<file path="config.mk">
export PLATFORM = sky130hd
export DESIGN_NAME = clk_tick_gen_flat
export DESIGN_NICKNAME = d
export VERILOG_FILES = /design/src/rtl/clk_tick_gen_if.sv /design/src/rtl/clk_tick_gen.sv /design/src/flat_wrapper.sv
export SDC_FILE = /design/constraint.sdc
export NUM_CORES = 1
export LEC_CHECK = 0
export ABC_AREA = 0
export CAP_MARGIN = 20
export CORE_MARGIN = 3
export CORE_UTILIZATION = 40
export CTS_BUF_LIST = sky130_fd_sc_hd__clkbuf_4
export DETAILED_ROUTE_END_ITERATION = 12
export GPL_TIMING_DRIVEN = 0
export PLACE_DENSITY = 0.68
export SYNTH_ARGS = -nofsm -noshare
export SYNTH_HDL_FRONTEND = slang
export SYNTH_SLANG_ARGS = --single-unit
</file>
<file path="constraint.sdc">
create_clock -name clk_i -period 5.83 [get_ports clk_i]
set_input_delay 1.749 -clock clk_i [delete_from_list [all_inputs] [get_ports clk_i]]
set_output_delay 1.749 -clock clk_i [all_outputs]
set_load 0.05 [all_outputs]
</file>
<file path="src/rtl/clk_tick_gen_if.sv">
// Bundles the register-side controls (div/frac/load) and the consumer strobes of clk_tick_gen.
interface clk_tick_gen_if #(
  parameter int WIDTH  = 16,
  parameter int FRAC_W = 4
);
  logic              en_i;
  logic              sync_i;
  logic [WIDTH-1:0]  div_i;
  logic [FRAC_W-1:0] frac_i;
  logic              load_i;
  logic              load_ack_o;
  logic              tick_o;
  logic              mid_o;

  modport master (
    output en_i, sync_i, div_i, frac_i, load_i,
    input  load_ack_o, tick_o, mid_o
  );

  modport slave (
    input  en_i, sync_i, div_i, frac_i, load_i,
    output load_ack_o, tick_o, mid_o
  );
endinterface

</file>
<file path="src/rtl/clk_tick_gen.sv">
// Programmable tick/mid strobe generator with shadowed divisor reload and sync restart.
// Define CLK_TICK_FRAC_EN to enable the fractional accumulator that stretches periods by one cycle.
module clk_tick_gen #(
  parameter int               WIDTH       = 16,
  parameter int               FRAC_W      = 4,
  parameter logic [WIDTH-1:0] DEFAULT_DIV = WIDTH'(868)
) (
  input logic           clk_i,
  input logic           resetn_i,
  clk_tick_gen_if.slave bus
);

  // One extra counter bit so a maximal divisor plus the stretch cycle still fits.
  localparam int CW = WIDTH + 1;

  logic [CW-1:0]    r_cnt;
  logic [WIDTH-1:0] r_divAct;
  logic [WIDTH-1:0] r_divShadow;
  logic             r_pending;
  logic             r_tick;
  logic             r_mid;
  logic             r_ack;

  logic             w_ext;
  logic [CW-1:0]    w_term;
  logic             w_atTerm;
  logic [CW-1:0]    w_cntNext;
  logic             w_midHit;
  logic             w_apply;

`ifdef CLK_TICK_FRAC_EN
  logic [FRAC_W-1:0] r_acc;
  logic [FRAC_W-1:0] r_fracAct;
  logic [FRAC_W-1:0] r_fracShadow;
  logic              r_ext;
  logic [FRAC_W:0]   w_accSum;

  assign w_ext    = r_ext;
  assign w_accSum = {1'b0, r_acc} + {1'b0, r_fracAct};
`else
  logic w_unused_frac;

  assign w_ext         = 1'b0;
  assign w_unused_frac = ^bus.frac_i;
`endif

  assign w_term    = {1'b0, r_divAct} + CW'(w_ext);
  assign w_atTerm  = (r_cnt == w_term);
  assign w_cntNext = w_atTerm ? '0 : r_cnt + CW'(1);
  assign w_midHit  = (w_cntNext == {1'b0, (r_divAct >> 1)});

  // A pending divisor only swaps in at a period boundary, a sync restart, or while frozen.
  assign w_apply = r_pending & (bus.sync_i | ~bus.en_i | w_atTerm);

  always_ff @(posedge clk_i or negedge resetn_i) begin
    if (!resetn_i) begin
      r_cnt        <= '0;
      r_divAct     <= DEFAULT_DIV;
      r_divShadow  <= DEFAULT_DIV;
      r_pending    <= 1'b0;
      r_tick       <= 1'b0;
      r_mid        <= 1'b0;
      r_ack        <= 1'b0;
`ifdef CLK_TICK_FRAC_EN
      r_acc        <= '0;
      r_fracAct    <= '0;
      r_fracShadow <= '0;
      r_ext        <= 1'b0;
`endif
    end else begin
      r_ack <= w_apply;
      if (w_apply) begin
        r_divAct  <= r_divShadow;
`ifdef CLK_TICK_FRAC_EN
        r_fracAct <= r_fracShadow;
`endif
      end

      // A load landing on the apply edge re-arms pending for the newer value.
      if (bus.load_i) begin
        r_divShadow  <= bus.div_i;
`ifdef CLK_TICK_FRAC_EN
        r_fracShadow <= bus.frac_i;
`endif
        r_pending    <= 1'b1;
      end else if (w_apply) begin
        r_pending    <= 1'b0;
      end

      if (bus.sync_i) begin
        r_cnt  <= '0;
        r_tick <= 1'b0;
        r_mid  <= 1'b0;
`ifdef CLK_TICK_FRAC_EN
        r_acc  <= '0;
        r_ext  <= 1'b0;
`endif
      end else if (bus.en_i) begin
        r_cnt  <= w_cntNext;
        r_tick <= w_atTerm;
        r_mid  <= w_midHit;
`ifdef CLK_TICK_FRAC_EN
        if (w_atTerm) begin
          r_acc <= w_accSum[FRAC_W-1:0];
          r_ext <= w_accSum[FRAC_W];
        end
`endif
      end else begin
        r_tick <= 1'b0;
        r_mid  <= 1'b0;
      end
    end
  end

  assign bus.tick_o     = r_tick;
  assign bus.mid_o      = r_mid;
  assign bus.load_ack_o = r_ack;

endmodule

</file>
<file path="src/flat_wrapper.sv">
// flat-port wrapper written by rule: the top's interface ports become plain ports
module clk_tick_gen_flat 
#(
  parameter int               WIDTH       = 16,
  parameter int               FRAC_W      = 4,
  parameter logic [WIDTH-1:0] DEFAULT_DIV = WIDTH'(868)
)
  (clk_i, resetn_i, bus_en_i, bus_sync_i, bus_div_i, bus_frac_i, bus_load_i, bus_load_ack_o, bus_tick_o, bus_mid_o);
  clk_tick_gen_if #(.WIDTH(WIDTH), .FRAC_W(FRAC_W)) bus_i ();
  input logic clk_i;
  input logic resetn_i;
  input wire logic [$bits(bus_i.en_i)-1:0] bus_en_i;
  input wire logic [$bits(bus_i.sync_i)-1:0] bus_sync_i;
  input wire logic [$bits(bus_i.div_i)-1:0] bus_div_i;
  input wire logic [$bits(bus_i.frac_i)-1:0] bus_frac_i;
  input wire logic [$bits(bus_i.load_i)-1:0] bus_load_i;
  output wire logic [$bits(bus_i.load_ack_o)-1:0] bus_load_ack_o;
  output wire logic [$bits(bus_i.tick_o)-1:0] bus_tick_o;
  output wire logic [$bits(bus_i.mid_o)-1:0] bus_mid_o;
  assign bus_i.en_i = bus_en_i;
  assign bus_i.sync_i = bus_sync_i;
  assign bus_i.div_i = bus_div_i;
  assign bus_i.frac_i = bus_frac_i;
  assign bus_i.load_i = bus_load_i;
  assign bus_load_ack_o = bus_i.load_ack_o;
  assign bus_tick_o = bus_i.tick_o;
  assign bus_mid_o = bus_i.mid_o;
  clk_tick_gen #(.WIDTH(WIDTH), .FRAC_W(FRAC_W), .DEFAULT_DIV(DEFAULT_DIV)) u_core (.clk_i(clk_i), .resetn_i(resetn_i), .bus(bus_i));
endmodule
</file>
Word-level counts from Yosys, hierarchy flattened
Cells that the tools add are included.
{"block": "word_totals", "out_inout_bits": 3, "in_bits": 25, "elab_cells": 25, "register_bits": 53}
{"block": "op_classes", "n_eq_ne": 2, "bitwise_logic": 4, "n_reduce_logical": 2, "mux": 9, "n_addsub": 1}
{"operator": "17-bit two-way mux", "count": 3}
{"operator": "17-bit by 1-bit adder with 17-bit output, second input constant", "count": 1}
{"operator": "17-bit by 15-bit equality test with 1-bit output", "count": 1}
{"operator": "17-bit by 16-bit equality test with 1-bit output", "count": 1}
{"operator": "1-bit two-way mux", "count": 6}
{"operator": "2-bit nonzero test", "count": 2}
{"operator": "1-bit bitwise OR", "count": 2}
{"operator": "1-bit bitwise AND", "count": 1}
{"operator": "1-bit NOT", "count": 1}

Depth between registers and ports, before layout
{"block": "logic_depth", "ltp_word": 6, "ltp_mapped": 9, "ltp_nobuf": 8}

Worst setup path after synthesis
OpenSTA, ideal clock, no wires.
{"block": "synth_timing", "path_type": "input-to-reg", "startpoint": "input bus_sync_i", "endpoint": "register u_core.r_divAct[3]", "slack_ns": 2.766, "arrival_time_ns": 2.936, "t_required_ns": 5.703, "setup_time_ns": 0.127, "path_stages": 6, "path_buffers": 2, "path_cell_list": "clkbuf_1 > nand2b_1 > o21bai_1 > nand2_1 > buf_6 > mux2_1"}
{"block": "synth_between", "elab_chain_cells": 3}
{"element": "from (decl)", "line": "flat_wrapper.sv:13", "rtl": "input wire logic [$bits(bus_i.sync_i)-1:0] bus_sync_i;"}
{"element": "1-bit bitwise OR (2 in series)", "line": "clk_tick_gen.sv:53", "rtl": "assign w_apply = r_pending & (bus.sync_i | ~bus.en_i | w_atTerm);"}
{"element": "1-bit bitwise AND", "line": "clk_tick_gen.sv:53"}
{"element": "to (signal assigned)", "line": "clk_tick_gen.sv:73", "rtl": "r_divAct <= r_divShadow;"}
{"element": "to (decl)", "line": "clk_tick_gen.sv:17", "rtl": "logic [WIDTH-1:0] r_divAct;"}
Every way passes these cells.
A chain may end at the register's enable or synchronous reset.

Worst setup path after layout
{"block": "layout_timing", "startpoint": "register u_core.r_mid (netlist: u_core.bus.mid_o)", "endpoint": "output bus_mid_o"}
{"element": "from (decl)", "line": "clk_tick_gen.sv:21", "rtl": "logic r_mid;"}
{"element": "from (signal assigned)", "line": "clk_tick_gen.sv:101", "rtl": "r_mid <= w_midHit;"}
{"element": "to (decl)", "line": "flat_wrapper.sv:19", "rtl": "output wire logic [$bits(bus_i.mid_o)-1:0] bus_mid_o;"}
No word-level cell between the ends.

==> results.py <==
metrics = {
    "floorplanning": {
        "die_w_microns": 91.9,
        "rows": 30,
        "initial_core_util": 0.423,
        "floorplan.io_pins": 28,
        "core_area_sq_um": 6980,
        "die-height_microns": 91.9,
        "die_area_sq_um": 8440,
    },
    "finish": {
        "nets": 334,
        "drive_above_1_share": 0.194,
        "area_growth_pct": 13.4,
        "fin_cells": 405,
        "antenna_cells": 0,
        "fin_area_sq_um": 3350,
    },
    "min_path": {
        "holdPathEnd": "u_core.r_divAct[3]",
        "min_path_type": "flip-flop to flip-flop",
        "min-delay-start": "u_core.r_divShadow[3]",
        "holdPathStages": 1,
    },
    "critical_path": {
        "cp-start-kind": "flip-flop",
        "critical_path_buf_inv_count": 1,
        "rrSetupSlack_ns": 2.79,
        "critPathSlowestCell": "clkdlybuf4s50_1",
        "slowest_delay_ns": 0.80,
        "cp_top_family": "buffers and inverters",
        "crit_type": "flip-flop to output port",
        "path_max_fanout": 1,
        "r2r_start": "u_core.r_cnt[0]",
        "end_kind": "output port",
        "crit_path_cell_trace": "clkdlybuf4s50_1",
        "reg2reg_depth": 8,
        "cp.arrival_ns": 1.54,
        "worstReg2RegEnd": "u_core.bus.mid_o",
        "cp.required_ns": 4.08,
    },
    "synthesis": {
        "synth_xor_area_frac": 0.107,
        "synth_commonest_cells": "43 x dfrtp_1, 22 x mux2_2, 20 x nor2_1",
        "avgSynthCellArea_sq_um": 10.5,
        "ys_warn_count": 0,
        "yosys.area.top_type_share": 0.365,
        "synth_compound_area_frac": 0.117,
        "syn_inst": 280,
        "synth.yosys.seq_area_share": 0.454,
        "synth_seq_cells": 53,
        "syn_nets": 306,
        "synth_most_common_cell": "dfrtp_1",
        "synthSimpleGateAreaFrac": 0.159,
        "synth_area_leader_cell": "dfrtp_1",
        "synthMuxAreaShare": 0.122,
        "synth_fa_ha_area_frac": 0.00424,
        "synth_cell_types": 52,
        "synth_area_leaders": "dfrtp_1 36%, dfstp_2 8.9%, mux2_2 8.4%",
        "async_flop_share": 1.00,
        "synth_edf_count": 0,
        "synth_top_family_by_area": "simple AND/OR/NAND/NOR gates",
        "syn_area_sq_um": 2950,
        "synthFlopType": "dfrtp_1",
    },
    "cts": {
        "clkSinkCount": 53,
        "clock_latency_ns": 0.39,
        "clockRootBuffer": "clkbuf_4",
        "clkSlewWorstSetupHoldPaths_ns": 0.16,
        "htree_levels": 2,
        "post_cts_resized": 0,
        "cts_hold_buf": 0,
        "post_cts_buffers": 0,
        "tritoncts": "built",
        "cts_buffer_depth": 2,
        "cts_buffers": 5,
    },
    "status": {
        "status": "complete, no violations",
    },
    "timing": {
        "rsz0062_at_grt": "no",
        "timing.fmax_mhz": 304,
        "hold_viol": 0,
        "finalSetupViolCount": 0,
        "tightestPinTransition_ns": 0.694,
        "setup_tns_ns": 0,
        "maxSlewViolCount": 0,
        "fin_crit_ns": 3.29,
        "slew_headroom": 0.526,
        "min_period_over_period": 0.564,
        "fin_worst_skew_ns": 0.0101,
    },
    "grt": {
        "gr-total-overflow": 0,
        "antenna_found_initial": 0,
        "grt_pass1_wl_mm": 11.7,
        "grt_max_degree": 32,
        "grt_usage": 0.175,
        "grt_pass1_vias": 2232,
    },
    "power_and_ir_drop": {
        "p_leak_nw": 1.39,
        "power_density_nw_per_um2": 226,
        "max-vdd-ir-drop_mv": 0.148,
    },
    "drt": {
        "via_per_inst": 5.48,
        "wl_per_cell_microns": 17.1,
        "ant_nets": 0,
        "wl_mm": 6.91,
        "post-route-drc-count": 0,
        "drtIter0Drc": 188,
        "vias": 2219,
        "firstDrtPassIters": 4,
    },
    "placed_design": {
        "placed_cell_area_sq_um": 3290,
        "gp_congestion": 0.918,
        "dp.cells": 397,
        "place_hpwl_mm": 5.26,
        "io_buffers": 20,
    },
    "job": {
        "maxCapViolations": 0,
    },
}
## routing by layer
| layer | routed length [microns] | track usage | part of all wire |
|---|---|---|---|
| met1 | 3120 | 0.245 | 0.45 |
| met2 | 3280 | 0.277 | 0.47 |
| met3 | 412 | 0.0402 | 0.060 |
| met4 | 91 | 0.0396 | 0.013 |
| met5 | 0 | 0 | 0 |
## kinds of logic (layout without fill, tap and decap cells)
kind of cell / Yosys count / count (layout)
xor+xnor: 36 / 36
simple gates: 80 / 80
flops: 53 / 53
mux: 32 / 32
compound gates: 56 / 56
fa+ha+maj: 1 / 1
buf+inv: 22 / 51
## layout make-up
cell class                      count  area (sq um)
Clock buffer                        6          45.0
Sequential cell                    53          1340
Clock inverter                      2          16.3
Tap cell                           96           120
Multi-Input combinational cell    205          1500
Fill cell                         710          3630
Buffer                             17          90.1
Inverter                            5          18.8
Timing Repair Buffer               21           215
## metrics by stage
stage               utilization  worst slack [ns]  hold slack, ns  power, mW
floorplan                     -              2.77           0.454      0.532
global placement          0.468              1.44           0.467      0.580
detailed placement        0.471              2.41           0.481      0.586
CTS                       0.479              2.52           0.516      0.767
global route              0.479              2.49           0.527      0.797
finish                    0.479              2.54           0.504      0.758
## sequential cells by signal, indices dropped and copies added (netlist names)
register               flops
u_core.bus.load_ack_o      1
u_core.bus.tick_o          1
u_core.bus.mid_o           1
u_core.r_pending           1
u_core.r_divAct           16
u_core.r_divShadow        16
u_core.r_cnt              17
## how the worst max path moves through the flow
stage	start	end	slack, ns	cells past startpoint
finish	u_core.bus.mid_o	bus_mid_o	2.54	1
global placement	resetn_i	u_core.r_divShadow[13]	1.44	1
global route	u_core.bus.mid_o	bus_mid_o	2.49	1
detailed placement	bus_en_i	u_core.r_divAct[1]	2.41	6
floorplan	bus_sync_i	u_core.r_divAct[3]	2.77	6
CTS	u_core.bus.mid_o	bus_mid_o	2.52	1
## where the power goes
group	internal, mW	switching [mW]
Combinational	0.0688	0.0558
Clock	0.0529	0.127
Sequential	0.410	0.0435
## cells in the final DEF (no fill, tap or decap), types with 5 or more instances in the layout
cell type / n
xnor2_1: 18
dfrtp_1: 43
dfstp_2: 10
a21oi_1: 11
clkdlybuf4s50_1: 19
nand2_1: 14
o21ai_0: 18
o21ai_1: 9
mux2_1: 9
xor2_1: 18
nor2_1: 20
mux2_2: 22
nand3_1: 9
inv_1: 5
buf_2: 7
clkbuf_4: 6
clkbuf_1: 7
Power figures use the tool's default switching activity.
